## config.mk

```make
export PLATFORM = sky130hd
export DESIGN_NAME = ps2_rx_frontend_flat
export DESIGN_NICKNAME = d
export VERILOG_FILES = /design/src/rtl/ps2_rx_frontend_if.sv /design/src/rtl/ps2_rx_frontend.sv /design/src/flat_wrapper.sv
export SDC_FILE = /design/constraint.sdc
export NUM_CORES = 1
export LEC_CHECK = 0
export BUFFER_PORTS_ARGS = -buffer_cell sky130_fd_sc_hd__buf_4
export CAP_MARGIN = 40
export CORE_MARGIN = 8
export CORE_UTILIZATION = 25
export CTS_CLUSTER_SIZE = 10
export DETAILED_ROUTE_END_ITERATION = 8
export SLEW_MARGIN = 10
export SYNTH_ARGS = -nofsm -noshare
export SYNTH_HDL_FRONTEND = slang
export SYNTH_SLANG_ARGS = --single-unit
```

## constraint.sdc

```tcl
create_clock -name clk -period 2.6 [get_ports clk]
set_clock_uncertainty 0.1 [all_clocks]
set_input_delay 0.26 -clock clk [delete_from_list [all_inputs] [get_ports clk]]
set_output_delay 0.26 -clock clk [all_outputs]
set_load 0.02 [all_outputs]
```

## src/rtl/ps2_rx_frontend_if.sv

```systemverilog
// rtl/ps2_rx_frontend_if.sv - strobe/status bundle from the PS/2 receive front-end
interface ps2_rx_frontend_if;
  logic sclr;
  logic bit_en;
  logic bit_dat;
  logic frame_done;
  logic frame_err;
  logic busy;

  modport master (
    output sclr, bit_en, bit_dat, frame_done, frame_err, busy
  );

  modport slave (
    input sclr, bit_en, bit_dat, frame_done, frame_err, busy
  );
endinterface

```

## src/rtl/ps2_rx_frontend.sv

```systemverilog
// rtl/ps2_rx_frontend.sv - PS/2 line sync/deglitch, 11-bit framing, shift-register strobes
// Optional parity checking enabled by defining PS2_RX_PARITY_CHECK_EN.
module ps2_rx_frontend #(
  parameter int FILTER_LEN = 4,
  parameter int TIMEOUT    = 50000
) (
  input  logic               clk,
  input  logic               i_rst_n,
  input  logic               i_ps2_clk,
  input  logic               i_ps2_dat,
  ps2_rx_frontend_if.master  o_rx
);

  localparam int FW = (FILTER_LEN > 1) ? $clog2(FILTER_LEN) : 1;
  localparam int TW = (TIMEOUT > 2) ? $clog2(TIMEOUT) : 1;
  localparam logic [FW-1:0] FLT_MAX = FW'(FILTER_LEN - 1);
  localparam logic [TW-1:0] TO_MAX  = TW'(TIMEOUT - 1);
`ifdef PS2_RX_PARITY_CHECK_EN
  localparam logic PAR_EN = 1'b1;
`else
  localparam logic PAR_EN = 1'b0;
`endif

  typedef enum logic [1:0] {S_IDLE, S_DATA, S_PARITY, S_STOP} state_t;

  logic [1:0]    r_clk_s;
  logic [1:0]    r_dat_s;
  logic          r_filt;
  logic          r_filt_d;
  logic [FW-1:0] r_flt_cnt;
  logic          r_fall;
  logic          r_fall_dat;

  state_t        r_state, w_state_nxt;
  logic [2:0]    r_bit_cnt, w_bit_cnt_nxt;
  logic          r_par, w_par_nxt;
  logic          r_par_err, w_par_err_nxt;
  logic          r_err, w_err_nxt;
  logic [TW-1:0] r_to_cnt;
  logic          r_sclr, r_bit_en, r_bit_dat, r_done, r_busy;
  logic          w_sclr, w_bit_en, w_bit_dat, w_done;
  logic          w_timeout;

  // Filtered clock flips only after FILTER_LEN consecutive disagreeing samples
  always_ff @(posedge clk or negedge i_rst_n) begin
    if (!i_rst_n) begin
      r_clk_s    <= 2'b11;
      r_dat_s    <= 2'b11;
      r_filt     <= 1'b1;
      r_filt_d   <= 1'b1;
      r_flt_cnt  <= '0;
      r_fall     <= 1'b0;
      r_fall_dat <= 1'b1;
    end else begin
      r_clk_s  <= {r_clk_s[0], i_ps2_clk};
      r_dat_s  <= {r_dat_s[0], i_ps2_dat};
      r_filt_d <= r_filt;
      if (r_clk_s[1] != r_filt) begin
        if (r_flt_cnt == FLT_MAX) begin
          r_filt    <= r_clk_s[1];
          r_flt_cnt <= '0;
        end else begin
          r_flt_cnt <= r_flt_cnt + FW'(1);
        end
      end else begin
        r_flt_cnt <= '0;
      end
      r_fall     <= r_filt_d & ~r_filt;
      r_fall_dat <= r_dat_s[1];
    end
  end

  assign w_timeout = (r_state != S_IDLE) && (r_to_cnt == TO_MAX);

  always_comb begin
    w_state_nxt   = r_state;
    w_bit_cnt_nxt = r_bit_cnt;
    w_par_nxt     = r_par;
    w_par_err_nxt = r_par_err;
    w_err_nxt     = r_err;
    w_sclr        = 1'b0;
    w_bit_en      = 1'b0;
    w_bit_dat     = 1'b0;
    w_done        = 1'b0;
    case (r_state)
      S_IDLE: begin
        if (r_fall && !r_fall_dat) begin
          w_sclr        = 1'b1;
          w_err_nxt     = 1'b0;
          w_bit_cnt_nxt = 3'd0;
          w_par_nxt     = 1'b0;
          w_par_err_nxt = 1'b0;
          w_state_nxt   = S_DATA;
        end
      end
      S_DATA: begin
        if (r_fall) begin
          w_bit_en      = 1'b1;
          w_bit_dat     = r_fall_dat;
          w_par_nxt     = r_par ^ r_fall_dat;
          w_bit_cnt_nxt = r_bit_cnt + 3'd1;
          if (r_bit_cnt == 3'd7) w_state_nxt = S_PARITY;
        end
      end
      S_PARITY: begin
        if (r_fall) begin
          w_par_err_nxt = ~(r_par ^ r_fall_dat);
          w_state_nxt   = S_STOP;
        end
      end
      S_STOP: begin
        if (r_fall) begin
          w_done      = 1'b1;
          w_err_nxt   = ~r_fall_dat | (PAR_EN & r_par_err);
          w_state_nxt = S_IDLE;
        end
      end
      default: w_state_nxt = S_IDLE;
    endcase
    // A falling edge in the same cycle takes priority over the timeout
    if (!r_fall && w_timeout) begin
      w_done      = 1'b1;
      w_err_nxt   = 1'b1;
      w_state_nxt = S_IDLE;
    end
  end

  always_ff @(posedge clk or negedge i_rst_n) begin
    if (!i_rst_n) begin
      r_state   <= S_IDLE;
      r_bit_cnt <= 3'd0;
      r_par     <= 1'b0;
      r_par_err <= 1'b0;
      r_err     <= 1'b0;
      r_to_cnt  <= '0;
      r_sclr    <= 1'b0;
      r_bit_en  <= 1'b0;
      r_bit_dat <= 1'b0;
      r_done    <= 1'b0;
      r_busy    <= 1'b0;
    end else begin
      r_state   <= w_state_nxt;
      r_bit_cnt <= w_bit_cnt_nxt;
      r_par     <= w_par_nxt;
      r_par_err <= w_par_err_nxt;
      r_err     <= w_err_nxt;
      r_sclr    <= w_sclr;
      r_bit_en  <= w_bit_en;
      r_bit_dat <= w_bit_dat;
      r_done    <= w_done;
      r_busy    <= (r_state != S_IDLE);
      if (r_state == S_IDLE || r_fall) begin
        r_to_cnt <= '0;
      end else if (r_to_cnt != TO_MAX) begin
        r_to_cnt <= r_to_cnt + TW'(1);
      end
    end
  end

  assign o_rx.sclr       = r_sclr;
  assign o_rx.bit_en     = r_bit_en;
  assign o_rx.bit_dat    = r_bit_dat;
  assign o_rx.frame_done = r_done;
  assign o_rx.frame_err  = r_err;
  assign o_rx.busy       = r_busy;

endmodule

```

## src/flat_wrapper.sv

```systemverilog
// flat-port wrapper written by rule: the top's interface ports become plain ports
module ps2_rx_frontend_flat 
#(
  parameter int FILTER_LEN = 4,
  parameter int TIMEOUT    = 50000
)
  (clk, i_rst_n, i_ps2_clk, i_ps2_dat, o_rx_sclr, o_rx_bit_en, o_rx_bit_dat, o_rx_frame_done, o_rx_frame_err, o_rx_busy);
  ps2_rx_frontend_if o_rx_i ();
  input  logic clk;
  input  logic i_rst_n;
  input  logic i_ps2_clk;
  input  logic i_ps2_dat;
  output wire logic [$bits(o_rx_i.sclr)-1:0] o_rx_sclr;
  output wire logic [$bits(o_rx_i.bit_en)-1:0] o_rx_bit_en;
  output wire logic [$bits(o_rx_i.bit_dat)-1:0] o_rx_bit_dat;
  output wire logic [$bits(o_rx_i.frame_done)-1:0] o_rx_frame_done;
  output wire logic [$bits(o_rx_i.frame_err)-1:0] o_rx_frame_err;
  output wire logic [$bits(o_rx_i.busy)-1:0] o_rx_busy;
  assign o_rx_sclr = o_rx_i.sclr;
  assign o_rx_bit_en = o_rx_i.bit_en;
  assign o_rx_bit_dat = o_rx_i.bit_dat;
  assign o_rx_frame_done = o_rx_i.frame_done;
  assign o_rx_frame_err = o_rx_i.frame_err;
  assign o_rx_busy = o_rx_i.busy;
  ps2_rx_frontend #(.FILTER_LEN(FILTER_LEN), .TIMEOUT(TIMEOUT)) u_core (.clk(clk), .i_rst_n(i_rst_n), .i_ps2_clk(i_ps2_clk), .i_ps2_dat(i_ps2_dat), .o_rx(o_rx_i));
endmodule
```

==> run_results.csv <==
group,metric,value,unit
worst_setup_path,worstSetupPathType,"reg2reg",
worst_setup_path,cp_data_arrival_time,2.31,ns
worst_setup_path,reg2reg_from,"u_core.r_state[0]",
floorplan,die_width,99.5,µm
yosys,synth_compound_area_share,10.1,%
worst_setup_path,startpoint_type,"flop",
place,place_congestion,0.794,
worst_setup_path,max_stage_delay,0.47,ns
routing,drt-pass1-iter-count,4,
worst_setup_path,r2r-end,"u_core.r_to_cnt[0]",
outcome,status,"finished clean",
global_routing,grt_antenna_before_repair,0,
yosys,synth_area,0.00174,mm²
floorplan,coreArea,0.00676,mm²
place,portBuffers,9,
worst_hold_path,hp-start,"u_core.r_dat_s[1]",
job,drv_cap,0,
timing,slew_headroom,69.1,%
timing,fin_crit,2.22,ns
clock_tree,clock-root-buffer,"clkbuf_8",
worst_setup_path,cp_max_fo,10,
timing,fin_crit_sh,85.6,%
cells_and_area,nets,189,
clock_tree,h-tree-depth,2,
clock_tree,clock_path_buffers,2,
worst_setup_path,crit_chain,"inv_1, ha_1, nor2_2, nand2_1, nor4_4, buf_4, nor3_1, a21o_1",
cells_and_area,layout-drive-gt1-share,19.1,%
cells_and_area,fillerInstances,720,
global_routing,grt_pass1_wl,5.58,mm
routing,num_vias,1194,
yosys,synth-simple-area-share,20.3,%
worst_setup_path,critPathRequiredTime,2.68,ns
worst_setup_path,worst_setup_path_end_kind,"flop",
routing,routedWlPerCell,11.5,µm
yosys,synth_cell_types,39,
timing,drv_slew,0,
worst_setup_path,ff2ff_setup_slack,0.38,ns
routing,wl,2.97,mm
routing,drc,0,
power_and_ir_drop,leakagePower,0.905,nW
floorplan,fp.dieH,99.5,µm
timing,hold_viol_final,0,
yosys,syn_nets,175,
yosys,synth-adder-area-share,5.74,%
timing,max_slew.worst_pin.slew,0.463,ns
clock_tree,tritoncts,"built",
global_routing,grt-ovfl-total,0,
cells_and_area,syn2layout_area_growth,15.4,%
cells_and_area,finish.utilization,29.8,%
floorplan,initial_core_util,25.8,%
timing,rsz0062_at_grt,"no",
worst_hold_path,hp-class,"reg2reg",
routing,vias_per_cell,4.63,
global_routing,grt_pass1_vias,1189,
floorplan,die_area,0.00990,mm²
cells_and_area,antenna_cells,0,
worst_hold_path,holdPathEnd,"u_core.r_fall_dat",
yosys,synthCells,163,
timing,fmaxAchievable,0.450,GHz
yosys,yosys.area_share.xor_xnor,5.53,%
worst_hold_path,hold_depth,0,
worst_setup_path,reg2reg_depth,8,
clock_tree,cts.sinks,37,
yosys,avgSynthCellArea,10.7,µm²
power_and_ir_drop,ir_drop,0.000314,V
yosys,synth_seq_cells,37,
floorplan,rows,30,
clock_tree,clk_latency,0.29,ns
yosys,synth_top_family_by_area,"simple AND/OR/NAND/NOR gates",
yosys,ys_seq_area_share,53.6,%
place,hpwlAfterDp,2.08,mm
yosys,muxShareOfSynthArea,1.22,%
global_routing,track_usage,6.92,%
clock_tree,cts_buffers,5,
power_and_ir_drop,power.density,881,mW/mm²
clock_tree,clk_pin_slew,0.07,ns
routing,ant_nets,0,
global_routing,grt_max_degree,38,
routing,drt_iter0_drc,44,
timing,finalSetupViolations,0,
worst_setup_path,critPathSlowestCell,"nor4_4",
timing,setup_tns,0,ns
yosys,ys_warn_count,0,
floorplan,ios,10,
how the worst max path moves through the flow:
stage,startpoint,end,cells past startpoint
after floorplan,u_core.r_state[0],u_core.r_to_cnt[0],9
after global placement,u_core.r_state[0],u_core.r_to_cnt[0],8
after detailed placement,u_core.r_state[0],u_core.r_to_cnt[0],8
after CTS,u_core.r_state[0],u_core.r_to_cnt[0],8
after global routing,u_core.r_state[0],u_core.r_to_cnt[0],8
final,u_core.r_state[0],u_core.r_to_cnt[0],8
layout make-up:
| class | count | area [µm²] | share of cell area [%] |
|---|---|---|---|
| sequential | 37 | 935 | 46.5 |
| multi-input combinational | 114 | 747 | 37.1 |
| timing repair buffer | 13 | 105 | 5.23 |
| tap | 80 | 100 | 4.98 |
| clock buffer | 7 | 96.3 | 4.79 |
| inverter | 6 | 22.5 | 1.12 |
| clock inverter | 1 | 5.00 | 0.249 |
layer usage:
| metal | wire, µm | vias up | track usage (%) | share of wire (%) |
|---|---|---|---|---|
| li1 | - | 587 | - | - |
| met1 | 1450 | 586 | 8.22 | 49 |
| met2 | 1330 | 14 | 10.4 | 45 |
| met3 | 129 | 7 | 2.51 | 4.3 |
| met4 | 64 | 0 | 4.31 | 2.2 |
| met5 | 0 | - | 0 | 0 |
timing repair:
action | in CTS | in global routing
hold buffers | 3 | 0
hold endpoints to repair | 32 | 0
gates resized for setup | 0 | 0
setup buffers | 0 | 0
kinds of logic (layout without fill, tap and decap cells):
kind of cell | after synthesis | in the layout
and+or+nand+nor | 65 | 65
DFF | 37 | 37
AOI/OAI and AO/OA | 28 | 28
buffers and inverters | 12 | 27
xor gates and xnor gates | 11 | 11
adders and majority gates | 8 | 8
muxes | 2 | 2
power by group:
part	switching [W]	internal (W)
Sequential	0.0000948	0.000700
Combinational	0.000319	0.000222
Clock	0.000196	0.000239
Total	0.000610	0.00116
layout by cell type (no fill, tap or decap), types with 2 or more instances in the layout:
cell and n:
nor2_1 16, o21ai_0 9, nor3_1 2, a21oi_1 8
inv_1 6, dlygate4sd3_1 3, nand4_1 2, ha_1 8
nor2b_1 6, or3_2 2, nand3_1 11, a32oi_1 2
xnor2_1 2, dfstp_2 7, clkbuf_8 7, buf_4 10
xor2_1 9, and3_1 4, nand2_1 12, dfrtp_1 30
and4_1 3
sequential cells by signal, summed over array words and instances (netlist names), 2 cells and up:
register	flops
u_core.r_bit_cnt	3
u_core.r_clk_s	2
u_core.r_dat_s	2
u_core.r_flt_cnt	2
u_core.r_state	2
u_core.r_to_cnt	16
synth_stat cells (all sizes together):
| library cell | instances | share of area, % |
|---|---|---|
| ha | 8 | 5.7 |
| a21o | 2 | 0.93 |
| o211ai | 1 | 0.43 |
| nand3 | 11 | 3.2 |
| o22a | 1 | 0.50 |
| nor4b | 1 | 0.86 |
| a21oi | 8 | 2.3 |
| o21ai | 10 | 3.1 |
| and2 | 1 | 0.36 |
| dfstp | 7 | 11 |
| o2bb2ai | 1 | 0.50 |
| nor2 | 17 | 3.8 |
| a32oi | 2 | 1.0 |
| mux2i | 1 | 0.57 |
| buf | 3 | 1.6 |
| o22ai | 1 | 0.36 |
| nor3 | 2 | 0.57 |
| xnor2 | 2 | 1.0 |
| mux2 | 1 | 0.65 |
| nor2b | 6 | 2.2 |
| xor2 | 9 | 4.5 |
| inv | 6 | 1.3 |
| and4 | 3 | 1.5 |
| nand2 | 12 | 2.6 |
| nor4 | 1 | 1.2 |
| nand2b | 1 | 0.36 |
| or2 | 1 | 0.36 |
| or3 | 3 | 1.2 |
| clkbuf | 3 | 0.65 |
| nand4 | 2 | 0.72 |
| dfrtp | 30 | 43 |
| o31ai | 1 | 0.43 |
| o32ai | 1 | 0.50 |
| and3 | 4 | 1.4 |
critical path, delay by kind of cell (launching register included):
family / cells / cell delay (ns)
DFF: 1 / 0.39
adders and majority gates: 1 / 0.32
AOI/OAI and AO/OA: 1 / 0.16
and+or+nand+nor: 4 / 0.84
buffers and inverters: 2 / 0.32
stage by stage:
step	total power (W)	hold WS [ns]	instance area, µm²	instances	setup WS, ns
floorplan	0.00122	-0.136	1740	163	0.725
global placement	0.00134	0.148	1880	247	0.481
detailed placement	0.00135	0.153	1880	247	0.386
CTS	0.00180	0.252	2010	258	0.386
global route	0.00192	0.258	2010	258	0.212
finish	0.00177	0.253	2010	258	0.376
(Power assumes the default switching activity.)
